File: src/rtl/ccff_chain_loader_pkg.sv
// ---------------------------------------------------------------------------
// Package ccff_pkg
// Shared definitions for the configuration-chain loader:
//   state_t     - loader sequencing states
//   CRC_POLY    - CRC-16-CCITT polynomial
//   CRC_INIT    - CRC seed loaded at the start of every sequence
//   crc16_step  - one serial, MSB-first, non-reflected CRC update
// ---------------------------------------------------------------------------
package ccff_pkg;

    typedef enum logic [2:0] {
        IDLE,
        FETCH,
        SHIFT,
        VERIFY,
        DONE
    } state_t;

    localparam logic [15:0] CRC_POLY = 16'h1021;
    localparam logic [15:0] CRC_INIT = 16'hFFFF;

    // Absorb one bit: the feedback is the outgoing MSB xor the new bit,
    // and a set feedback folds the polynomial into the shifted register.
    function automatic logic [15:0] crc16_step(input logic [15:0] crc, input logic bit_in);
        logic fb;
        fb = crc[15] ^ bit_in;
        return {crc[14:0], 1'b0} ^ (fb ? CRC_POLY : 16'h0000);
    endfunction

endpackage

File: src/rtl/ccff_chain_loader_if.sv
// ---------------------------------------------------------------------------
// Interface ccff_chain_loader_if
// Host-to-loader bitstream word stream (valid/ready).
//   word_data   host word, MSB is shifted into the chain first
//   word_valid  word_data is valid
//   word_ready  loader takes word_data this cycle
// Modports: master = host/DMA side, slave = loader side.
// ---------------------------------------------------------------------------
interface ccff_chain_loader_if #(
    parameter int WORD_W = 32
);
    logic [WORD_W-1:0] word_data;
    logic              word_valid;
    logic              word_ready;

    modport master (
        output word_data,
        output word_valid,
        input  word_ready
    );

    modport slave (
        input  word_data,
        input  word_valid,
        output word_ready
    );
endinterface

File: src/rtl/ccff_chain_loader_crc16.sv
// ---------------------------------------------------------------------------
// Module ccff_crc16_serial
// Bit-serial CRC-16-CCITT accumulator.
//   clk, rst_n  clock and asynchronous active-low reset (register resets to 0)
//   clear       reload the seed CRC_INIT (wins over en)
//   en          absorb bit_in this cycle
//   bit_in      serial data bit
//   crc         current CRC value
// ---------------------------------------------------------------------------
module ccff_crc16_serial
    import ccff_pkg::*;
(
    input  logic        clk,
    input  logic        rst_n,
    input  logic        clear,
    input  logic        en,
    input  logic        bit_in,
    output logic [15:0] crc
);

    // Seed on clear so each load+verify sequence starts from the same value,
    // otherwise fold in one bit whenever the owner says a bit is on the wire.
    always_ff @(posedge clk or negedge rst_n) begin
        if (!rst_n) begin
            crc <= 16'h0000;
        end else if (clear) begin
            crc <= CRC_INIT;
        end else if (en) begin
            crc <= crc16_step(crc, bit_in);
        end
    end

endmodule

File: src/rtl/ccff_chain_loader.sv
// ---------------------------------------------------------------------------
// Module ccff_chain_loader
// Loads one configuration chain from host words, then recirculates the chain
// once (tail -> head) and compares a CRC of what came out of the tail with a
// CRC of what was shifted in.
//   prog_clk      configuration clock
//   prog_reset_n  asynchronous active-low reset
//   start         1-cycle pulse, begins a sequence when idle
//   host          word stream (slave modport: word_data/word_valid in, word_ready out)
//   ccff_head     serial data into the chain head
//   ccff_tail     serial data from the chain tail
//   chain_clk_en  chain clock-gate enable; the chain shifts only when 1
//   busy          sequence in progress
//   done          1-cycle pulse at sequence end
//   crc_ok        sticky verify result, cleared by the next accepted start
// ---------------------------------------------------------------------------
module ccff_chain_loader
    import ccff_pkg::*;
#(
    parameter int WORD_W    = 32,
    parameter int CHAIN_LEN = 40
) (
    input  logic                prog_clk,
    input  logic                prog_reset_n,
    input  logic                start,
    ccff_chain_loader_if.slave  host,
    output logic                ccff_head,
    input  logic                ccff_tail,
    output logic                chain_clk_en,
    output logic                busy,
    output logic                done,
    output logic                crc_ok
);

    localparam int CNT_W = $clog2(CHAIN_LEN + 1);
    localparam int IDX_W = (WORD_W > 1) ? $clog2(WORD_W) : 1;

    state_t              state;
    state_t              next_state;
    logic [WORD_W-1:0]   shreg;
    logic [IDX_W-1:0]    bit_idx;
    logic [CNT_W-1:0]    bit_cnt;
    logic [15:0]         crc_tx;
    logic [15:0]         crc_rx;
    logic                seq_start;
    logic                word_last;
    logic                chain_last;
    logic                tx_en;
    logic                rx_en;

    assign seq_start  = (state == IDLE) && start;
    assign word_last  = (bit_idx == IDX_W'(WORD_W - 1));
    assign chain_last = (bit_cnt == CNT_W'(CHAIN_LEN - 1));
    assign tx_en      = (state == SHIFT);
    assign rx_en      = (state == VERIFY);
    assign busy       = (state != IDLE);

    // State register. Reset drops straight to IDLE, so every output decoded
    // from the state goes low in the same cycle and no done pulse is produced.
    always_ff @(posedge prog_clk or negedge prog_reset_n) begin
        if (!prog_reset_n) begin
            state <= IDLE;
        end else begin
            state <= next_state;
        end
    end

    // Next state and chain-side outputs. The same bit counter measures the
    // load phase and then the recirculation phase; it is zeroed on the last
    // load bit so VERIFY follows SHIFT with no gap. During VERIFY the head is
    // a combinational copy of the tail so the chain returns to its image.
    always_comb begin
        next_state      = state;
        host.word_ready = 1'b0;
        chain_clk_en    = 1'b0;
        ccff_head       = 1'b0;
        done            = 1'b0;
        case (state)
            IDLE: begin
                if (start) next_state = FETCH;
            end
            FETCH: begin
                host.word_ready = 1'b1;
                if (host.word_valid) next_state = SHIFT;
            end
            SHIFT: begin
                chain_clk_en = 1'b1;
                ccff_head    = shreg[WORD_W-1];
                if (chain_last) begin
                    next_state = VERIFY;
                end else if (word_last) begin
                    next_state = FETCH;
                end
            end
            VERIFY: begin
                chain_clk_en = 1'b1;
                ccff_head    = ccff_tail;
                if (chain_last) next_state = DONE;
            end
            DONE: begin
                done       = 1'b1;
                next_state = IDLE;
            end
            default: begin
                next_state = IDLE;
            end
        endcase
    end

    // Datapath: word capture, MSB-first serialisation, bit counting and the
    // sticky verify flag. Leftover bits of the final word are simply dropped
    // when the counter says the chain is full.
    always_ff @(posedge prog_clk or negedge prog_reset_n) begin
        if (!prog_reset_n) begin
            shreg   <= '0;
            bit_idx <= '0;
            bit_cnt <= '0;
            crc_ok  <= 1'b0;
        end else begin
            case (state)
                IDLE: begin
                    if (start) begin
                        bit_cnt <= '0;
                        crc_ok  <= 1'b0;
                    end
                end
                FETCH: begin
                    if (host.word_valid) begin
                        shreg   <= host.word_data;
                        bit_idx <= '0;
                    end
                end
                SHIFT: begin
                    shreg   <= shreg << 1;
                    bit_idx <= bit_idx + IDX_W'(1);
                    bit_cnt <= chain_last ? '0 : bit_cnt + CNT_W'(1);
                end
                VERIFY: begin
                    bit_cnt <= chain_last ? '0 : bit_cnt + CNT_W'(1);
                end
                DONE: begin
                    crc_ok <= (crc_rx == crc_tx);
                end
                default: begin
                    bit_cnt <= '0;
                end
            endcase
        end
    end

    ccff_crc16_serial u_crc_tx (
        .clk    (prog_clk),
        .rst_n  (prog_reset_n),
        .clear  (seq_start),
        .en     (tx_en),
        .bit_in (shreg[WORD_W-1]),
        .crc    (crc_tx)
    );

    ccff_crc16_serial u_crc_rx (
        .clk    (prog_clk),
        .rst_n  (prog_reset_n),
        .clear  (seq_start),
        .en     (rx_en),
        .bit_in (ccff_tail),
        .crc    (crc_rx)
    );

endmodule

File: src/flat_wrapper.sv
// flat-port wrapper written by rule: the top's interface ports become plain ports
module ccff_chain_loader_flat import ccff_pkg::*;
#(
    parameter int WORD_W    = 32,
    parameter int CHAIN_LEN = 40
)
  (prog_clk, prog_reset_n, start, ccff_head, ccff_tail, chain_clk_en, busy, done, crc_ok, host_word_data, host_word_valid, host_word_ready);
  ccff_chain_loader_if #(.WORD_W(WORD_W)) host_i ();
  input  logic prog_clk;
  input  logic prog_reset_n;
  input  logic start;
  output logic ccff_head;
  input  logic ccff_tail;
  output logic chain_clk_en;
  output logic busy;
  output logic done;
  output logic crc_ok;
  input wire logic [$bits(host_i.word_data)-1:0] host_word_data;
  input wire logic [$bits(host_i.word_valid)-1:0] host_word_valid;
  output wire logic [$bits(host_i.word_ready)-1:0] host_word_ready;
  assign host_i.word_data = host_word_data;
  assign host_i.word_valid = host_word_valid;
  assign host_word_ready = host_i.word_ready;
  ccff_chain_loader #(.WORD_W(WORD_W), .CHAIN_LEN(CHAIN_LEN)) u_core (.prog_clk(prog_clk), .prog_reset_n(prog_reset_n), .start(start), .host(host_i), .ccff_head(ccff_head), .ccff_tail(ccff_tail), .chain_clk_en(chain_clk_en), .busy(busy), .done(done), .crc_ok(crc_ok));
endmodule
File: config.mk
export PLATFORM = sky130hd
export DESIGN_NAME = ccff_chain_loader_flat
export DESIGN_NICKNAME = d
export VERILOG_FILES = /design/src/rtl/ccff_chain_loader_pkg.sv /design/src/rtl/ccff_chain_loader_if.sv /design/src/rtl/ccff_chain_loader_crc16.sv /design/src/rtl/ccff_chain_loader.sv /design/src/flat_wrapper.sv
export SDC_FILE = /design/constraint.sdc
export NUM_CORES = 1
export LEC_CHECK = 0
export BUFFER_PORTS_ARGS = -buffer_cell sky130_fd_sc_hd__buf_2
export CORE_ASPECT_RATIO = 0.5
export CORE_MARGIN = 5
export CORE_UTILIZATION = 40
export DETAILED_ROUTE_END_ITERATION = 10
export SYNTH_ARGS = -nofsm -noshare
export SYNTH_HDL_FRONTEND = slang
export SYNTH_SLANG_ARGS = --single-unit
File: constraint.sdc
create_clock -name prog_clk -period 1.71 [get_ports prog_clk]
set_input_delay 0.342 -clock prog_clk [delete_from_list [all_inputs] [get_ports prog_clk]]
set_output_delay 0.342 -clock prog_clk [all_outputs]
set_load 0.01 [all_outputs]
# Word level (Yosys, flattened, before mapping)
# Cells that the tools add are included.
word_totals:
  elab_cells: 63
  reg_bits: 79
  output_inout_bits: 6
  in_bits: 37
classes:
  addsub: 2
  n_eq_ne: 11
  n_reduce_logical: 13
  bitwise_logic: 5
  mux: 25
op_table:
  columns: ["operator", "n"]
  rows:
  - ["16-bit 2-to-1 mux", 4]
  - ["32-bit one-hot mux with 2 select lines", 1]
  - ["32-bit 2-to-1 mux", 1]
  - ["16-bit by 13-bit bitwise XOR with 16-bit output", 2]
  - ["13-bit 2-to-1 mux", 2]
  - ["6-bit one-hot mux with 3 select lines", 1]
  - ["16-bit equality test", 1]
  - ["3-bit 2-to-1 mux", 5]
  - ["6-bit 2-to-1 mux", 2]
  - ["3-bit one-hot mux with 4 select lines", 1]
  - ["5-bit one-hot mux with 2 select lines", 1]
  - ["2-bit nonzero test", 4]
  - ["6-bit by 1-bit adder with 6-bit output (second input constant)", 1]
  - ["3-bit by 2-bit equality test with 1-bit output (second input constant)", 2]
  - ["6-bit equality test (second input constant)", 1]
  - ["2-bit AND reduction", 3]
  - ["5-bit by 1-bit adder with 5-bit output (second input constant)", 1]
  - ["5-bit equality test (second input constant)", 1]
  - ["5-bit 2-to-1 mux", 1]
  - ["1-bit 2-to-1 mux", 4]
  - ["2-bit inequality test (second input constant)", 2]
  - ["1-bit one-hot mux with 2 select lines", 2]
  - ["4-bit AND reduction", 1]
  - ["2-bit OR reduction", 2]
  - ["other kinds (9)", 10]

# Longest topological paths before layout
logic_depth:
  depth_word: 5
  ltp_mapped: 8
  ltp_nobuf: 6

# Hierarchy
# Synthesis repeated with hierarchy kept, for this count alone.
hier_totals:
  hier_cells: 384
  hier_area_um2: 3849.9
by_module_without_submodules:
  columns: ["mod", "seq_area_each_um2", "cells_each", "instances", "area_per_inst_um2"]
  rows:
  - ["ccff_chain_loader", 1176.1, 272, 1, 2408.6]
  - ["ccff_crc16_serial", 400.4, 56, 2, 720.7]

# Worst setup path before layout
# No wires, ideal clock.
synth_timing:
  path_kind: "register to register"
  startpoint: "reg u_core.bit_idx[0]"
  endpoint: "reg u_core.state[0]"
  path_buffers: 0
  required_ns: 1.590
  t_arrival_ns: 1.395
  slack_ns: 0.195
  period_less_slack_ns: 1.515
  path_stages_with_launch: 7
  setup_time_ns: 0.120
  path_cell_list: "dfrtp_1 > ha_1 > and3_1 > ha_1 > a211o_1 > a31oi_1 > nor2_1"
synth_between:
  elab_chain_cells: 3
synth_rtl:
  columns: ["item", "line", "source"]
  rows:
  - ["from (decl)", "ccff_chain_loader.sv:41", "logic [IDX_W-1:0] bit_idx;"]
  - ["from (signal assigned)", "ccff_chain_loader.sv:135", "bit_idx <= bit_idx + IDX_W'(1);"]
  - ["5-bit equality test", "ccff_chain_loader.sv:52", "assign word_last = (bit_idx == IDX_W'(WORD_W - 1));"]
  - ["3-bit by 1-bit inequality test with 1-bit output (no source line)", null, null]
  - ["4-bit AND reduction (no source line)", null, null]
  - ["to (signal assigned)", "ccff_chain_loader.sv:64", "state <= next_state;"]
  - ["to (decl)", "ccff_chain_loader.sv:38", "state_t state;"]
# No other way between the ends.
# A chain may end at the register's enable or synchronous reset.

# Worst setup path in the final report
layout_timing:
  startpoint: "reg u_core.state[1]"
  endpoint: "out done"
layout_between:
  elab_chain_cells: 2
layout_rtl:
  columns: ["item", "line", "source"]
  rows:
  - ["3-bit equality test", "ccff_chain_loader.sv:78", "case (state)"]
  - ["1-bit 2-to-1 mux", "ccff_chain_loader.sv:78", null]
  - ["to (decl)", "flat_wrapper.sv:16", "output logic done;"]
# No other way between the ends.

==> run_results.csv <==
group,metric,value,unit
setup_path,r2r.worst_path.cells,4,
drt,drt_iter0_markers,198,
grt,grt_max_degree,34,
clock_tree,cts_tree,"yes",
yosys,syn_nets,426,
finish,antenna_cells,0,
setup_path,max_stage_delay,380,ps
floorplan,die_x,145,µm
drt,via_per_inst,5.05,
yosys,syn-instance-count,386,
finish,final_nets,477,
floorplan,io_pins,43,
worst_hold_path,holdPathEnd,"u_core.shreg[0]",
grt,track_usage,15.1,%
place,dp_hpwl,5590,µm
floorplan,start_util,41.5,%
drt,vias,2806,
sta,finClkSkew,2.20,ps
drt,routedWlPerCell,14.6,µm
setup_path,crit_buf_inv,2,
sta,max_freq,599,MHz
grt,grt_pass1_vias,2779,
power_and_ir_drop,power_per_cell_area,1960,nW/µm²
sta,hold-worst-slack,246,ps
yosys,synth_cell_types,41,
yosys,netlist_area,3650,µm²
setup_path,crit_type,"register to primary output",
drt,drt_first_pass_iters,4,
floorplan,die_area,11300,µm²
flow_run,drv_cap,0,
setup_path,slowest_stage,"dfrtp_1",
setup_path,arrival,1330,ps
yosys,yosys_warnings,0,
sta,period_minus_slack,1670,ps
setup_path,r2r-start,"u_core.state[2]",
setup_path,reg2reg_to,"u_core.shreg[21]",
power_and_ir_drop,total_power,8.57,mW
setup_path,critical_path.max_fanout,7,
finish,syn2layout_area_growth,20.1,%
sta,slew_violations,0,
grt,antenna_found_initial,0,
drt,totalWireLength,8120,µm
clock_tree,clockBufferDepth,2,
floorplan,die_h,77.6,µm
clock_tree,insertion_delay,330,ps
yosys,ys_seq_area_share,54.1,%
worst_hold_path,whs_path_depth,3,
power_and_ir_drop,leakage,2.06,nW
sta,relSlewSlack,53.5,%
setup_path,path_cells,"buf_4, nor3b_4, buf_2",
sta,fin_crit_sh,97.6,%
clock_tree,root_buffer,"clkbuf_16",
clock_tree,clkSinkCount,79,
grt,grt_pass1_wl,13800,µm
setup_path,cp_top_family,"flip-flops",
drt,drt-met1-wl,4210,µm
drt,routed-wl-met2,3520,µm
finish,drive_above_1_share,20.7,%
sta,setup_viol,0,
yosys,synth_area_per_cell,9.46,µm²
power_and_ir_drop,vdd_drop_max,0.790,mV
clock_tree,ctsHtreeMaxLevel,3,
worst_hold_path,hold_class,"input port to register",
drt,drc_errors,0,
place,io_buffer_count,42,
sta,tightestPinTransition,694,ps
sta,rsz0062_at_grt,"true",
setup_path,endpoint_kind,"primary output",
clock_tree,clkTransAtPathRegs,50,ps
drt,antenna_left,0,
place,gp_congestion,0.775,
drt,wl_met3,276,µm
clock_tree,cts_made_buffers,9,
worst_hold_path,hold_path.startpoint,"host_word_data[0]",
setup_path,cp.required,1370,ps
floorplan,placementRows,24,
floorplan,coreArea,8800,µm²
yosys,ys_ff_latch,79,
status,status,"finished clean",
grt,grt-ovfl-total,0,
setup_path,critPathLaunchType,"register",
sta,hold_viol_final,0,
setup_path,r2r_setup_slack,90,ps
drt,top_layer,"met4",
[logic make-up after synthesis]
logic type | after synthesis | synth area share [%]
fa+ha+maj | 3 | 1.03
buf+inv | 27 | 4.39
xor+xnor | 24 | 5.76
compound gates | 52 | 9.01
mux | 7 | 1.95
simple gates | 194 | 23.7
flops | 79 | 54.1
[synthesized netlist by cell type]
| library cell | count | share of area, % |
|---|---|---|
| nor4_1 | 4 | 0.69 |
| clkbuf_1 | 5 | 0.51 |
| nor3b_1 | 3 | 0.62 |
| xnor2_1 | 4 | 0.96 |
| o21ai_1 | 3 | 0.41 |
| buf_6 | 5 | 1.5 |
| nand2_4 | 1 | 0.31 |
| mux2i_1 | 6 | 1.6 |
| o22ai_1 | 28 | 4.8 |
| a211oi_1 | 2 | 0.41 |
| nor2_2 | 2 | 0.34 |
| xor2_1 | 20 | 4.8 |
| a21oi_1 | 5 | 0.69 |
| nand3_1 | 35 | 4.8 |
| nor2_1 | 65 | 6.7 |
| a22o_1 | 2 | 0.48 |
| nand4bb_2 | 1 | 0.45 |
| and2_2 | 1 | 0.21 |
| or3b_1 | 1 | 0.24 |
| o21ai_0 | 4 | 0.55 |
| o2bb2ai_1 | 1 | 0.24 |
| ha_1 | 3 | 1.0 |
| a31oi_1 | 1 | 0.17 |
| mux2_2 | 1 | 0.31 |
| nand2_2 | 1 | 0.17 |
| and3_1 | 1 | 0.17 |
| nor3_1 | 1 | 0.14 |
| buf_2 | 10 | 1.4 |
| buf_4 | 2 | 0.41 |
| a211o_1 | 1 | 0.24 |
| nor3b_2 | 1 | 0.34 |
| clkbuf_2 | 1 | 0.14 |
| dfrtp_1 | 79 | 54 |
| and3b_1 | 1 | 0.24 |
| inv_1 | 4 | 0.41 |
| nand2b_2 | 1 | 0.24 |
| and4bb_2 | 1 | 0.34 |
| a21o_1 | 1 | 0.21 |
| o211ai_1 | 4 | 0.82 |
| nand2_1 | 72 | 7.4 |
| nand4_1 | 2 | 0.34 |
[stage by stage]
| stage | setup WS (ps) | area (µm²) | instances | setup TNS, ps | utilization (%) |
|---|---|---|---|---|---|
| 6_report | 41.1 | 4380 | 556 | 0 | 49.8 |
| 5_1_grt | -10.5 | 4380 | 556 | -11.1 | 49.8 |
| 4_1_cts | -5.87 | 4360 | 556 | -7.42 | 49.5 |
| 3_5_place_dp | 119 | 4070 | 542 | 0 | 46.2 |
| 3_3_place_gp | 136 | 4070 | 542 | 0 | 46.2 |
| 2_1_floorplan | 195 | 3650 | 386 | 0 | - |
[placed cells by master (no fill, tap or decap), drive strengths merged, types with 2 or more instances in the layout]
master,synthesis,final
dfrtp,79,79
nand2,74,74
nor2,67,67
buf,17,62
nand3,35,35
o22ai,28,28
xor2,20,20
clkbuf,6,12
o21ai,7,7
mux2i,6,6
a21oi,5,5
xnor2,4,4
o211ai,4,4
nor4,4,4
inv,4,4
nor3b,4,4
ha,3,3
a211oi,2,2
a22o,2,2
nand4,2,2
[cell type report]
cell class	instances	area, µm²
clock buffers	12	267
inverters	4	15.0
well taps	117	146
repair buffers	63	427
flip-flops and latches	79	1980
multi-input cells	280	1550
clock inverters	1	5.00
fillers	848	4410
[state kept, by name, summed over array words and instances, names as in the netlist]
| signal | cells |
|---|---|
| u_core.shreg | 32 |
| u_core.u_crc_rx.crc | 16 |
| u_core.u_crc_tx.crc | 16 |
| u_core.bit_cnt | 6 |
| u_core.bit_idx | 5 |
| u_core.state | 3 |
| u_core.crc_ok | 1 |
[power breakdown]
part / switching, mW / leakage, nW / internal (mW)
Clock: 0.700 / 0.136 / 1.07
Sequential: 0.666 / 0.912 / 2.70
Combinational: 1.90 / 1.01 / 1.54
Total: 3.26 / 2.06 / 5.31
[repair_timing]
action	in CTS	in global routing
gates cloned	0	0
resized for setup	2	7
buffers inserted	0	0
endpoints found under the hold margin	24	0
pin swaps	0	0
setup endpoints to repair	3	7
hold buffers	1	0
[how the worst max path moves through the flow]
| stage | start | endpoint | slack, ps | depth (start not counted) |
|---|---|---|---|---|
| 2_1_floorplan | u_core.bit_idx[0] | u_core.state[0] | 200 | 6 |
| 3_3_place_gp | u_core.bit_idx[0] | u_core.state[0] | 140 | 6 |
| 3_5_place_dp | u_core.state[2] | u_core.shreg[21] | 120 | 4 |
| 4_1_cts | u_core.state[0] | done | -6 | 3 |
| 5_1_grt | u_core.state[1] | busy | -10 | 4 |
| 6_report | u_core.state[1] | done | 40 | 3 |
[metal layers]
metal	vias up	global-route usage, %
met4	0	5.96
met2	41	22.0
li1	1419	-
met5	-	0
met1	1334	21.4
met3	12	4.48
[worst register-to-register path, stage by stage (launching register included)]
cell and delay, ps:
dfrtp_2 450, or3b_2 560, buf_4 240, o22ai_1 190, nor2_2 60
No activity file was read; power rests on OpenSTA's default activity.
